File: src/rtl/ogege_bus_pkg.sv
// ---------------------------------------------------------------------------
// ogege_bus_pkg
// Shared types and constants for the PSRAM bus blocks.
//   arb_state_t   : arbiter FSM states
//   PSRAM_ADDR_W  : PSRAM word address width
//   PSRAM_DATA_W  : PSRAM data width
//   TIMEOUT_DATA  : read data returned when the controller never completes
//   OWNER_VID/CPU : encoding of the transaction owner flag
// ---------------------------------------------------------------------------
package ogege_bus_pkg;

  typedef enum logic [1:0] {
    IDLE,
    ISSUE,
    WAIT,
    RESP
  } arb_state_t;

  localparam int PSRAM_ADDR_W = 24;
  localparam int PSRAM_DATA_W = 16;

  localparam logic [15:0] TIMEOUT_DATA = 16'hDEAD;

  localparam logic OWNER_VID = 1'b0;
  localparam logic OWNER_CPU = 1'b1;

endpackage

File: src/rtl/psram_arbiter.sv
// ---------------------------------------------------------------------------
// psram_arbiter
// Shares the single PSRAM controller port between the CPU bus and the video
// line-fetch engine, one word transaction at a time. Video wins ties unless
// it has already taken MAX_VID_STREAK grants in a row while the CPU waited.
// A watchdog forces completion if the controller never answers.
//
// Ports
//   clk_100mhz, rstn_i          : clock, async active-low reset
//   cpu_req/we/addr/wdata       : CPU request (held until cpu_ack)
//   cpu_ack, cpu_rdata          : CPU completion pulse and read data
//   vid_req/addr                : video read request (held until vid_ack)
//   vid_ack, vid_rdata          : video completion pulse and read data
//   mem_stb/we/addr/wdata       : transaction towards the PSRAM controller
//   mem_busy, mem_done, mem_rdata : controller status and read data
//   o_owner                     : owner of current/last transaction (1 = CPU)
//   o_timeout_err               : sticky watchdog timeout flag
// ---------------------------------------------------------------------------
module psram_arbiter
  import ogege_bus_pkg::*;
#(
  parameter int ADDR_W         = PSRAM_ADDR_W,
  parameter int DATA_W         = PSRAM_DATA_W,
  parameter int MAX_VID_STREAK = 4,
  parameter int TIMEOUT        = 255
) (
  input  logic              clk_100mhz,
  input  logic              rstn_i,
  input  logic              cpu_req,
  input  logic              cpu_we,
  input  logic [ADDR_W-1:0] cpu_addr,
  input  logic [DATA_W-1:0] cpu_wdata,
  output logic              cpu_ack,
  output logic [DATA_W-1:0] cpu_rdata,
  input  logic              vid_req,
  input  logic [ADDR_W-1:0] vid_addr,
  output logic              vid_ack,
  output logic [DATA_W-1:0] vid_rdata,
  output logic              mem_stb,
  output logic              mem_we,
  output logic [ADDR_W-1:0] mem_addr,
  output logic [DATA_W-1:0] mem_wdata,
  input  logic              mem_busy,
  input  logic              mem_done,
  input  logic [DATA_W-1:0] mem_rdata,
  output logic              o_owner,
  output logic              o_timeout_err
);

  localparam int STREAK_W = $clog2(MAX_VID_STREAK + 1);
  localparam int WDOG_W   = $clog2(TIMEOUT + 1);

  arb_state_t          state_q;
  logic [STREAK_W-1:0] streak_q;
  logic [WDOG_W-1:0]   wdogCnt_q;
  logic                owner_q;
  logic                we_q;
  logic [ADDR_W-1:0]   addr_q;
  logic [DATA_W-1:0]   wdata_q;
  logic                cpuAck_q;
  logic                vidAck_q;
  logic [DATA_W-1:0]   cpuRdata_q;
  logic [DATA_W-1:0]   vidRdata_q;
  logic                timeoutErr_q;
  logic                streakFull;
  logic                grantCpu;

  // The CPU only beats a pending video request once video has used up its
  // streak allowance; otherwise video keeps priority.
  assign streakFull = (streak_q == STREAK_W'(MAX_VID_STREAK));
  assign grantCpu   = cpu_req && (!vid_req || streakFull);

  // The strobe must react to mem_busy in the same cycle so that it lands in
  // the first non-busy ISSUE cycle; it is the only combinational output.
  assign mem_stb = (state_q == ISSUE) && !mem_busy;

  // Arbiter FSM with the streak counter, watchdog and all registered outputs.
  always_ff @(posedge clk_100mhz or negedge rstn_i) begin
    if (!rstn_i) begin
      state_q      <= IDLE;
      streak_q     <= '0;
      wdogCnt_q    <= '0;
      owner_q      <= OWNER_VID;
      we_q         <= 1'b0;
      addr_q       <= '0;
      wdata_q      <= '0;
      cpuAck_q     <= 1'b0;
      vidAck_q     <= 1'b0;
      cpuRdata_q   <= '0;
      vidRdata_q   <= '0;
      timeoutErr_q <= 1'b0;
    end else begin
      cpuAck_q <= 1'b0;
      vidAck_q <= 1'b0;
      case (state_q)
        IDLE: begin
          if (!cpu_req) begin
            streak_q <= '0;
          end
          if (vid_req || cpu_req) begin
            state_q <= ISSUE;
            if (grantCpu) begin
              owner_q  <= OWNER_CPU;
              we_q     <= cpu_we;
              addr_q   <= cpu_addr;
              wdata_q  <= cpu_wdata;
              streak_q <= '0;
            end else begin
              owner_q <= OWNER_VID;
              we_q    <= 1'b0;
              addr_q  <= vid_addr;
              wdata_q <= '0;
              // Only grants that actually made the CPU wait count against it.
              if (cpu_req && !streakFull) begin
                streak_q <= streak_q + STREAK_W'(1);
              end
            end
          end
        end
        ISSUE: begin
          if (!mem_busy) begin
            state_q   <= WAIT;
            wdogCnt_q <= '0;
          end
        end
        WAIT: begin
          if (mem_done) begin
            if (owner_q == OWNER_CPU) begin
              cpuRdata_q <= mem_rdata;
            end else begin
              vidRdata_q <= mem_rdata;
            end
            cpuAck_q <= (owner_q == OWNER_CPU);
            vidAck_q <= (owner_q == OWNER_VID);
            state_q  <= RESP;
          end else if (wdogCnt_q == WDOG_W'(TIMEOUT)) begin
            if (owner_q == OWNER_CPU) begin
              cpuRdata_q <= DATA_W'(TIMEOUT_DATA);
            end else begin
              vidRdata_q <= DATA_W'(TIMEOUT_DATA);
            end
            cpuAck_q     <= (owner_q == OWNER_CPU);
            vidAck_q     <= (owner_q == OWNER_VID);
            timeoutErr_q <= 1'b1;
            state_q      <= RESP;
          end else begin
            wdogCnt_q <= wdogCnt_q + WDOG_W'(1);
          end
        end
        RESP: begin
          state_q <= IDLE;
        end
        default: begin
          state_q <= IDLE;
        end
      endcase
    end
  end

  assign cpu_ack       = cpuAck_q;
  assign vid_ack       = vidAck_q;
  assign cpu_rdata     = cpuRdata_q;
  assign vid_rdata     = vidRdata_q;
  assign mem_we        = we_q;
  assign mem_addr      = addr_q;
  assign mem_wdata     = wdata_q;
  assign o_owner       = owner_q;
  assign o_timeout_err = timeoutErr_q;

endmodule

File: config.mk
export PLATFORM = sky130hd
export DESIGN_NAME = psram_arbiter
export DESIGN_NICKNAME = d
export VERILOG_FILES = /design/src/rtl/ogege_bus_pkg.sv /design/src/rtl/psram_arbiter.sv
export SDC_FILE = /design/constraint.sdc
export NUM_CORES = 1
export LEC_CHECK = 0
export CORE_ASPECT_RATIO = 0.8
export CORE_MARGIN = 2
export CORE_UTILIZATION = 35
export DETAILED_ROUTE_END_ITERATION = 8
export PLACE_DENSITY = 0.78
export SYNTH_ARGS = -nofsm -noshare
export SYNTH_HDL_FRONTEND = slang
export SYNTH_SLANG_ARGS = --single-unit
File: constraint.sdc
create_clock -name clk_100mhz -period 3.3 [get_ports clk_100mhz]
set_input_delay 0.66 -clock clk_100mhz [delete_from_list [all_inputs] [get_ports clk_100mhz]]
set_output_delay 0.66 -clock clk_100mhz [all_outputs]
set_load 0.05 [all_outputs]
==> results.sh, run 1 <==
export IMPL_status="complete, no violations"
export IMPL_avgSynthCellArea_um2=12.2
export IMPL_maxSlewHeadroom=0.249
export IMPL_layout_worst_path_cycle_share=0.814
export IMPL_r2r_slack_ns=1.04
export IMPL_finalInstanceArea_um2=5900
export IMPL_r2r_end="state_q[1]"
export IMPL_swShare=0.460
export IMPL_clock_sinks=90
export IMPL_p_per_area_nw_per_um2=1080
export IMPL_ys_ff_latch=90
export IMPL_setup_slack_ns=0.614
export IMPL_vdd_drop_max_mv=0.416
export IMPL_nNetsFinal=567
export IMPL_hpwl_um=7300
export IMPL_start_kind="flip-flop"
export IMPL_dr_pass1_iters=4
export IMPL_rsz0062_at_grt="no"
export IMPL_max_clock_path_buffers=2
export IMPL_fmax_ghz=0.372
export IMPL_root_buffer="clkbuf_16"
export IMPL_antenna_left=0
export IMPL_grt_overflow=0
export IMPL_setup_tns_ns=0
export IMPL_place_congestion=0.823
export IMPL_start_util=0.358
export IMPL_num_rows=34
export IMPL_area_delta_synth_final_pct=52.5
export IMPL_place_ws_ns=0.635
export IMPL_top_level_ports=165
export IMPL_synth_fp_nets=412
export IMPL_hp_class="reg -> reg"
export IMPL_synth_edf_count=0
export IMPL_routed_wl_um=10300
export IMPL_clkPwrFrac=0.163
export IMPL_dieArea_um2=11900
export IMPL_p_int_mw=3.43
export IMPL_grt_pass1_vias=3197
export IMPL_timing_critical_path_from="state_q[1]"
export IMPL_wl_per_cell_um=16.6
export IMPL_min_period_ns=2.69
export IMPL_cap_violations=0
export IMPL_syn_area_um2=3870
export IMPL_postCtsSetupRepairBufs=0
export IMPL_vias=3268
export IMPL_synth_main_ff_cell="dfrtp_1"
export IMPL_cts_made_buffers=9
export IMPL_ys_types=51
export IMPL_path_clk_slew_ns=0.06
export IMPL_clkLatencyLatePin_ns=0.33
export IMPL_yosysTopAreaCell="dfrtp_1"
export IMPL_cts_hold_buf=0
export IMPL_p_leak_nw=2.52
export IMPL_viasPerCell=5.25
export IMPL_switching_power_mw=2.93
export IMPL_cts_tree="yes"
export IMPL_hold_viol_final=0
export IMPL_synth_area_top_cells="dfrtp_1, a221o_1, and2_1, a22o_1, o32a_2"
export IMPL_coreArea_um2=10800
export IMPL_critPathMaxFanout=4
export IMPL_synth_seq_area_share=0.582
export IMPL_track_usage=0.171
export IMPL_seq_power_share=0.284
export IMPL_synth_warnings=0
export IMPL_synth_async_reset_ratio=1.00
export IMPL_h_tree_depth=3
export IMPL_p_comb_frac=0.553
export IMPL_grt_pass1_wl_um=16200
export IMPL_grt_antenna_before_repair=0
export IMPL_synth_cells=318
export IMPL_cp_endpoint="mem_stb"
export IMPL_grt_max_degree=91
export IMPL_drv_slew=0
export IMPL_port_buffers=164
export IMPL_drcViolationCount=0
export IMPL_placed_area_um2=5600
export IMPL_skew_ns=0.00286
export IMPL_synth_top_area_share=0.582
export IMPL_die_h_um=98.1
export IMPL_worstSetupPathType="reg -> out"
export IMPL_finalSetupViolCount=0
export IMPL_worst_pin_slew_ns=1.13
export IMPL_reg2reg_from="state_q[0]"
export IMPL_cts_resized_gates=0
export IMPL_critPathRequiredTime_ns=2.64
export IMPL_endpoint_kind="output port"
export IMPL_critPathArrivalTime_ns=2.03
export IMPL_diodes=0
export IMPL_drive_gt1_frac=0.0753
export IMPL_p_total_mw=6.36
export IMPL_reg2regPathDepth=5
export IMPL_die_w_um=122
export IMPL_drt_initial_drc_count=235
[cell type report]
| class | instances | area [um^2] |
|---|---|---|
| multi-input combinational | 194 | 1460 |
| clock buffer | 10 | 229 |
| sequential | 90 | 2250 |
| inverter | 10 | 40.0 |
| timing repair buffer | 168 | 1670 |
| tap | 144 | 180 |
| fill | 930 | 4900 |
| clock inverter | 6 | 72.6 |
[through the flow]
stage	cells	hold slack (ns)	util
2_1_floorplan	318	0.364	-
3_3_place_gp	606	0.463	0.518
3_5_place_dp	606	0.462	0.518
4_1_cts	622	0.477	0.546
5_1_grt	622	0.496	0.546
6_report	622	0.474	0.546
[placed cells by master, fill, tap and decap left out, types with 2 or more instances in the layout]
cell type | synthesis | final
o2bb2ai_1 | 5 | 5
o311ai_0 | 2 | 2
a211o_1 | 4 | 4
and4_1 | 2 | 2
o32a_2 | 9 | 9
clkbuf_16 | 0 | 9
dfrtp_1 | 90 | 90
o32a_1 | 2 | 2
nor4_1 | 3 | 3
and3_1 | 2 | 2
nand4_1 | 3 | 3
o211a_1 | 2 | 2
a32o_1 | 5 | 5
o21ai_0 | 4 | 4
a2bb2oi_1 | 11 | 11
a22o_1 | 17 | 17
clkdlybuf4s50_1 | 0 | 163
nand3_1 | 8 | 8
a221o_1 | 22 | 22
and2_1 | 24 | 24
buf_4 | 1 | 5
inv_6 | 0 | 4
nand2_1 | 20 | 20
ha_1 | 7 | 7
nor2_1 | 16 | 16
a21oi_1 | 3 | 3
inv_1 | 9 | 9
[worst min path at each step]
stage | start | endpoint | slack [ns] | depth (start not counted)
after floorplan | rstn_i | cpu_ack | 0.36 | 0
after global placement | o_timeout_err | o_timeout_err | 0.46 | 1
after detailed placement | o_timeout_err | o_timeout_err | 0.46 | 1
after CTS | o_timeout_err | o_timeout_err | 0.48 | 1
after global routing | o_timeout_err | o_timeout_err | 0.50 | 1
final | o_timeout_err | o_timeout_err | 0.47 | 1
[routing by layer]
metal / global-route usage / up-vias / routed length, um
met3: 0.0415 / 12 / 560
met2: 0.280 / 111 / 5160
met1: 0.228 / 1629 / 4470
met5: 0 / - / 0
met4: 0.0469 / 0 / 142
li1: - / 1516 / -
[power groups by stage]
stage                     clock [mW]  combinational (mW)  sequential, mW
after floorplan                    0               0.974            3.17
after global placement             0                3.46            1.80
after detailed placement           0                3.53            1.81
after CTS                       1.07                3.54            1.81
after global routing            1.11                3.70            1.86
final                           1.04                3.52            1.81
[critical path, cell delays in order, from the launching register on]
cell	delay (ns)
dfrtp_1	0.39
inv_1	0.11
ha_1	0.24
nor2b_1	0.14
clkdlybuf4s50_1	0.81
[synthesized netlist by cell type (all sizes together), types with 9 or more instances]
cell type,instances
a22o,17
nand2,20
dfrtp,90
a221o,22
nand3,9
inv,10
nor2,16
a2bb2oi,11
clkbuf,13
buf,11
and2,24
o32a,11
[sequential cells by signal (all words and copies together) (netlist names)]
signal	cells
wdogCnt_q	8
streak_q	3
cpu_ack	1
o_owner	1
state_q	2
mem_addr	24
o_timeout_err	1
cpu_rdata	16
vid_rdata	16
mem_we	1
mem_wdata	16
vid_ack	1
[cells by family (layout without fill, tap and decap cells)]
family	count (synthesis)	after routing	share of synthesized area
fa+ha+maj	7	7	0.0226
simple gates	85	85	0.115
buf+inv	34	194	0.0420
mux	2	2	0.00549
flops	90	90	0.582
compound gates	100	100	0.233
(Power assumes the default switching activity.)
==> run 2, diff against run 1 <==
Clock period 3.3 ns to 2.7 ns, I/O delays scaled along.
==> run 2 against run 1 <==
Non-clock buffer count grew 3; cell count grew 0.32%; via count grew 2.0%; clock-buffer cell count shrank 1; wire length grew 0.88%; die area is the same; global-route usage grew 0.44 points; sequential power grew 24%; register-to-register slack lost 0.41 ns; largest cell class unchanged.
==> results.sh, run 2 (synthesis gave the netlist of run 1 again) <==
export IMPL_postCtsSetupRepairBufs=0
export IMPL_diodes=0
export IMPL_largest_reg_flops=24
export IMPL_place_ws_ns=0.393
export IMPL_cts_made_buffers=9
export IMPL_max_clock_path_buffers=2
export IMPL_skew_ns=0.00380
export IMPL_drcViolationCount=0
export IMPL_grt_pass1_vias=3290
export IMPL_reg2reg_from="wdogCnt_q[0]"
export IMPL_setup_slack_ns=0.635
export IMPL_h_tree_depth=3
export IMPL_start_kind="flip-flop"
export IMPL_dr_pass1_iters=4
export IMPL_setup_tns_ns=0
export IMPL_worstSetupPathType="reg -> reg"
export IMPL_drive_gt1_frac=0.0854
export IMPL_antenna_left=0
export IMPL_cts_resized_gates=0
export IMPL_port_buffers=164
export IMPL_hpwl_um=7650
export IMPL_top_level_ports=165
export IMPL_cts_tree="yes"
export IMPL_reg2regPathDepth=6
export IMPL_wl_per_cell_um=16.7
export IMPL_grt_overflow=0
export IMPL_cap_violations=0
export IMPL_dp_cells=609
export IMPL_clock_sinks=90
export IMPL_p_total_mw=7.76
export IMPL_clkLatencyLatePin_ns=0.33
export IMPL_final_common_cell="clkdlybuf4s50_1"
export IMPL_routed_wl_um=10400
export IMPL_fmax_ghz=0.484
export IMPL_grt_max_degree=47
export IMPL_endpoint_kind="flip-flop"
export IMPL_layout_worst_path_cycle_share=0.765
export IMPL_area_delta_synth_final_pct=53.7
export IMPL_nNetsFinal=570
export IMPL_vias=3334
export IMPL_path_clk_slew_ns=0.06
export IMPL_grt_pass1_wl_um=16600
export IMPL_worst_pin_slew_ns=0.604
export IMPL_cts_hold_buf=0
export IMPL_r2r_end="cpu_rdata[0]"
export IMPL_critPathArrivalTime_ns=2.31
export IMPL_final_cell_mix="clkdlybuf4s50_1, dfrtp_1, and2_1, a221o_1, nand2_1"
export IMPL_start_util=0.358
export IMPL_drv_slew=0
export IMPL_vdd_drop_max_mv=0.701
export IMPL_r2r_slack_ns=0.63
export IMPL_min_period_ns=2.07
export IMPL_hold_viol_final=0
export IMPL_track_usage=0.175
export IMPL_drt_initial_drc_count=204
export IMPL_grt_antenna_before_repair=0
export IMPL_status="complete, no violations"
export IMPL_rsz0062_at_grt="no"
export IMPL_place_congestion=0.807
export IMPL_p_leak_nw=2.55
export IMPL_coreArea_um2=10800
export IMPL_p_per_area_nw_per_um2=1300
export IMPL_finalSetupViolCount=0
export IMPL_stdcell_count=624
export IMPL_maxSlewHeadroom=0.595
export IMPL_critPathMaxFanout=12
export IMPL_critPathRequiredTime_ns=2.95
export IMPL_viasPerCell=5.34
export IMPL_root_buffer="clkbuf_16"
export IMPL_die_w_um=122
export IMPL_num_rows=34
export IMPL_dieArea_um2=11900
export IMPL_nFillCells=916
export IMPL_die_h_um=98.1
export IMPL_hp_class="in -> async"
export IMPL_final_util=0.551
run 2: cell types whose count changed in the layout (fill, tap and decap cells not counted):
cell,before,now
clkinv_2,0,1
buf_12,0,3
clkbuf_1,1,0
inv_6,4,1
clkinv_4,0,1
buf_4,5,7
clkinvlp_4,1,2
clkdlybuf4s50_1,163,161
run 2: how the worst max path moves through the flow:
stage | slack, ns | from | to | cells after the start
final | 0.63 | wdogCnt_q[0] | cpu_rdata[0] | 6
after global routing | 0.47 | wdogCnt_q[1] | cpu_rdata[0] | 6
after CTS | 0.62 | cpu_rdata[0] | cpu_rdata[0] | 1
after detailed placement | 0.39 | cpu_req | mem_addr[9] | 5
after global placement | 0.48 | cpu_req | mem_addr[2] | 5
after floorplan | 0.79 | state_q[1] | mem_stb | 3
run 2: layer usage:
layer	track usage	vias up	routed length [um]
li1	-	1524	-
met1	0.234	1670	4490
met2	0.287	127	5200
met3	0.0426	13	583
met4	0.0486	0	148
met5	0	-	0
run 2: per-stage QoR:
step / hold WS (ns) / instance area [um^2]
2_1_floorplan: 0.244 / 3870
3_3_place_gp: 0.469 / 5660
3_5_place_dp: 0.476 / 5660
4_1_cts: 0.219 / 5950
5_1_grt: 0.234 / 5950
6_report: 0.204 / 5950
run 2: power breakdown:
part	leakage, nW	switching, mW	internal [mW]	total, mW
Combinational	1.28	2.69	1.60	4.30
Sequential	1.12	0.350	1.89	2.24
Clock	0.138	0.512	0.715	1.23
Total	2.55	3.55	4.21	7.76
run 2: final cells by class:
class / instances / area, um^2 / share of cell area
multi-input combinational: 194 / 1460 / 0.245
sequential: 90 / 2250 / 0.379
inverter: 10 / 40.0 / 0.00673
timing repair buffer: 171 / 1720 / 0.290
clock buffer: 9 / 225 / 0.0379
clock inverter: 6 / 67.6 / 0.0114
tap: 144 / 180 / 0.0303
run 2: critical path, cell delays in order (launching register included):
cell       delay, ns
dfrtp_1         0.42
ha_1            0.24
nand3_1         0.19
o21ai_4         0.32
nand3_2         0.19
inv_1           0.39
a2bb2oi_1       0.23
==> run 3, diff against run 2 <==
Clock period 2.7 ns to 2.15 ns, I/O delays scaled along.
==> run 3 against run 2 <==
Die area did not move; non-clock buffer count increased by 7; sequential share of layout area is 0.73 points lower; clock skew is 0.0052 ns higher; critical path depth down 1; sequential power increased by 24%; critical endpoint is now state_q[1]; highest routed layer unchanged.
==> results.sh, run 3 (synthesis gave the netlist of run 1 again) <==
export IMPL_diodes=0
export IMPL_setup_tns_ns=0
export IMPL_skew_ns=0.00899
export IMPL_path_clk_slew_ns=0.07
export IMPL_p_per_area_nw_per_um2=1650
export IMPL_hold_viol_final=0
export IMPL_timing_critical_path_from="state_q[0]"
export IMPL_routed_wl_um=10600
export IMPL_root_buffer="clkbuf_16"
export IMPL_final_cell_mix="clkdlybuf4s50_1, dfrtp_1, and2_1, a221o_1, nand2_1"
export IMPL_start_util=0.358
export IMPL_drt_initial_drc_count=251
export IMPL_antenna_left=0
export IMPL_grt_pass1_vias=3417
export IMPL_final_util=0.561
export IMPL_clkLatencyLatePin_ns=0.34
export IMPL_worst_pin_slew_ns=0.595
export IMPL_r2r_slack_ns=0.16
export IMPL_top_level_ports=165
export IMPL_wl_per_cell_um=16.8
export IMPL_dieArea_um2=11900
export IMPL_final_common_cell="clkdlybuf4s50_1"
export IMPL_hpwl_um=7610
export IMPL_max_clock_path_buffers=2
export IMPL_vias=3319
export IMPL_largest_reg_flops=24
export IMPL_viasPerCell=5.25
export IMPL_place_ws_ns=0.139
export IMPL_maxSlewHeadroom=0.601
export IMPL_endpoint_kind="flip-flop"
export IMPL_h_tree_depth=3
export IMPL_critPathMaxFanout=7
export IMPL_area_delta_synth_final_pct=56.7
export IMPL_p_total_mw=10.0
export IMPL_reg2reg_from="state_q[0]"
export IMPL_layout_worst_path_cycle_share=0.925
export IMPL_worstSetupPathType="reg -> reg"
export IMPL_die_h_um=98.1
export IMPL_cts_hold_buf=0
export IMPL_place_congestion=0.825
export IMPL_critPathRequiredTime_ns=2.37
export IMPL_fmax_ghz=0.503
export IMPL_cts_resized_gates=0
export IMPL_min_period_ns=1.99
export IMPL_finalSetupViolCount=0
export IMPL_status="complete, no violations"
export IMPL_start_kind="flip-flop"
export IMPL_setup_slack_ns=0.161
export IMPL_cap_violations=0
export IMPL_coreArea_um2=10800
export IMPL_rsz0062_at_grt="no"
export IMPL_critPathArrivalTime_ns=2.20
export IMPL_drv_slew=0
export IMPL_cts_made_buffers=9
export IMPL_nNetsFinal=577
export IMPL_track_usage=0.180
export IMPL_hp_class="in -> async"
export IMPL_drive_gt1_frac=0.100
export IMPL_p_leak_nw=2.61
export IMPL_drcViolationCount=0
export IMPL_grt_pass1_wl_um=17100
export IMPL_num_rows=34
export IMPL_grt_max_degree=47
export IMPL_grt_antenna_before_repair=0
export IMPL_grt_overflow=0
export IMPL_die_w_um=122
export IMPL_vdd_drop_max_mv=0.847
export IMPL_port_buffers=164
export IMPL_postCtsSetupRepairBufs=0
export IMPL_dr_pass1_iters=7
export IMPL_clock_sinks=90
export IMPL_cts_tree="yes"
## run 3: per-stage QoR
stage,std cells,hold WS (ns),instance area (um^2)
floorplan,318,0.134,3870
global placement,616,0.478,5750
detailed placement,616,0.474,5750
CTS,632,0.119,6070
global route,632,0.145,6070
finish,632,0.0900,6070
## run 3: layer usage
metal | up-vias | routed length (um) | track usage
met5 | - | 0 | 0
met4 | 0 | 157 | 0.0566
met3 | 15 | 663 | 0.0368
met2 | 122 | 5340 | 0.300
met1 | 1641 | 4470 | 0.237
li1 | 1541 | - | -
## run 3: worst max-delay path, stage by stage (launching register included)
cell and delay, ns:
dfrtp_1 0.39, inv_1 0.13, ha_1 0.31, inv_1 0.14
o311ai_1 0.51, mux2_2 0.39
## run 3: final timing paths
check | to | cells after the start
worst min-delay path | mem_wdata[0] | 1
worst min register to register | o_timeout_err | 1
worst max register to register | state_q[1] | 5
worst max-delay path | state_q[1] | 5
min in group clk_100mhz | o_timeout_err | 1
max in group asynchronous | cpu_rdata[0] | 2
## run 3: cell type report
| type | instances | area, um^2 |
|---|---|---|
| multi-input cells | 194 | 1460 |
| flip-flops and latches | 90 | 2250 |
| inverters | 10 | 40.0 |
| well taps | 144 | 180 |
| fillers | 891 | 4740 |
| clock buffers | 10 | 239 |
| clock inverters | 6 | 80.1 |
| repair buffers | 178 | 1810 |
## run 3: power by group
group	switching (mW)	total [mW]	internal [mW]
logic	3.46	5.55	2.09
clock network	0.713	1.68	0.962
registers	0.409	2.78	2.37
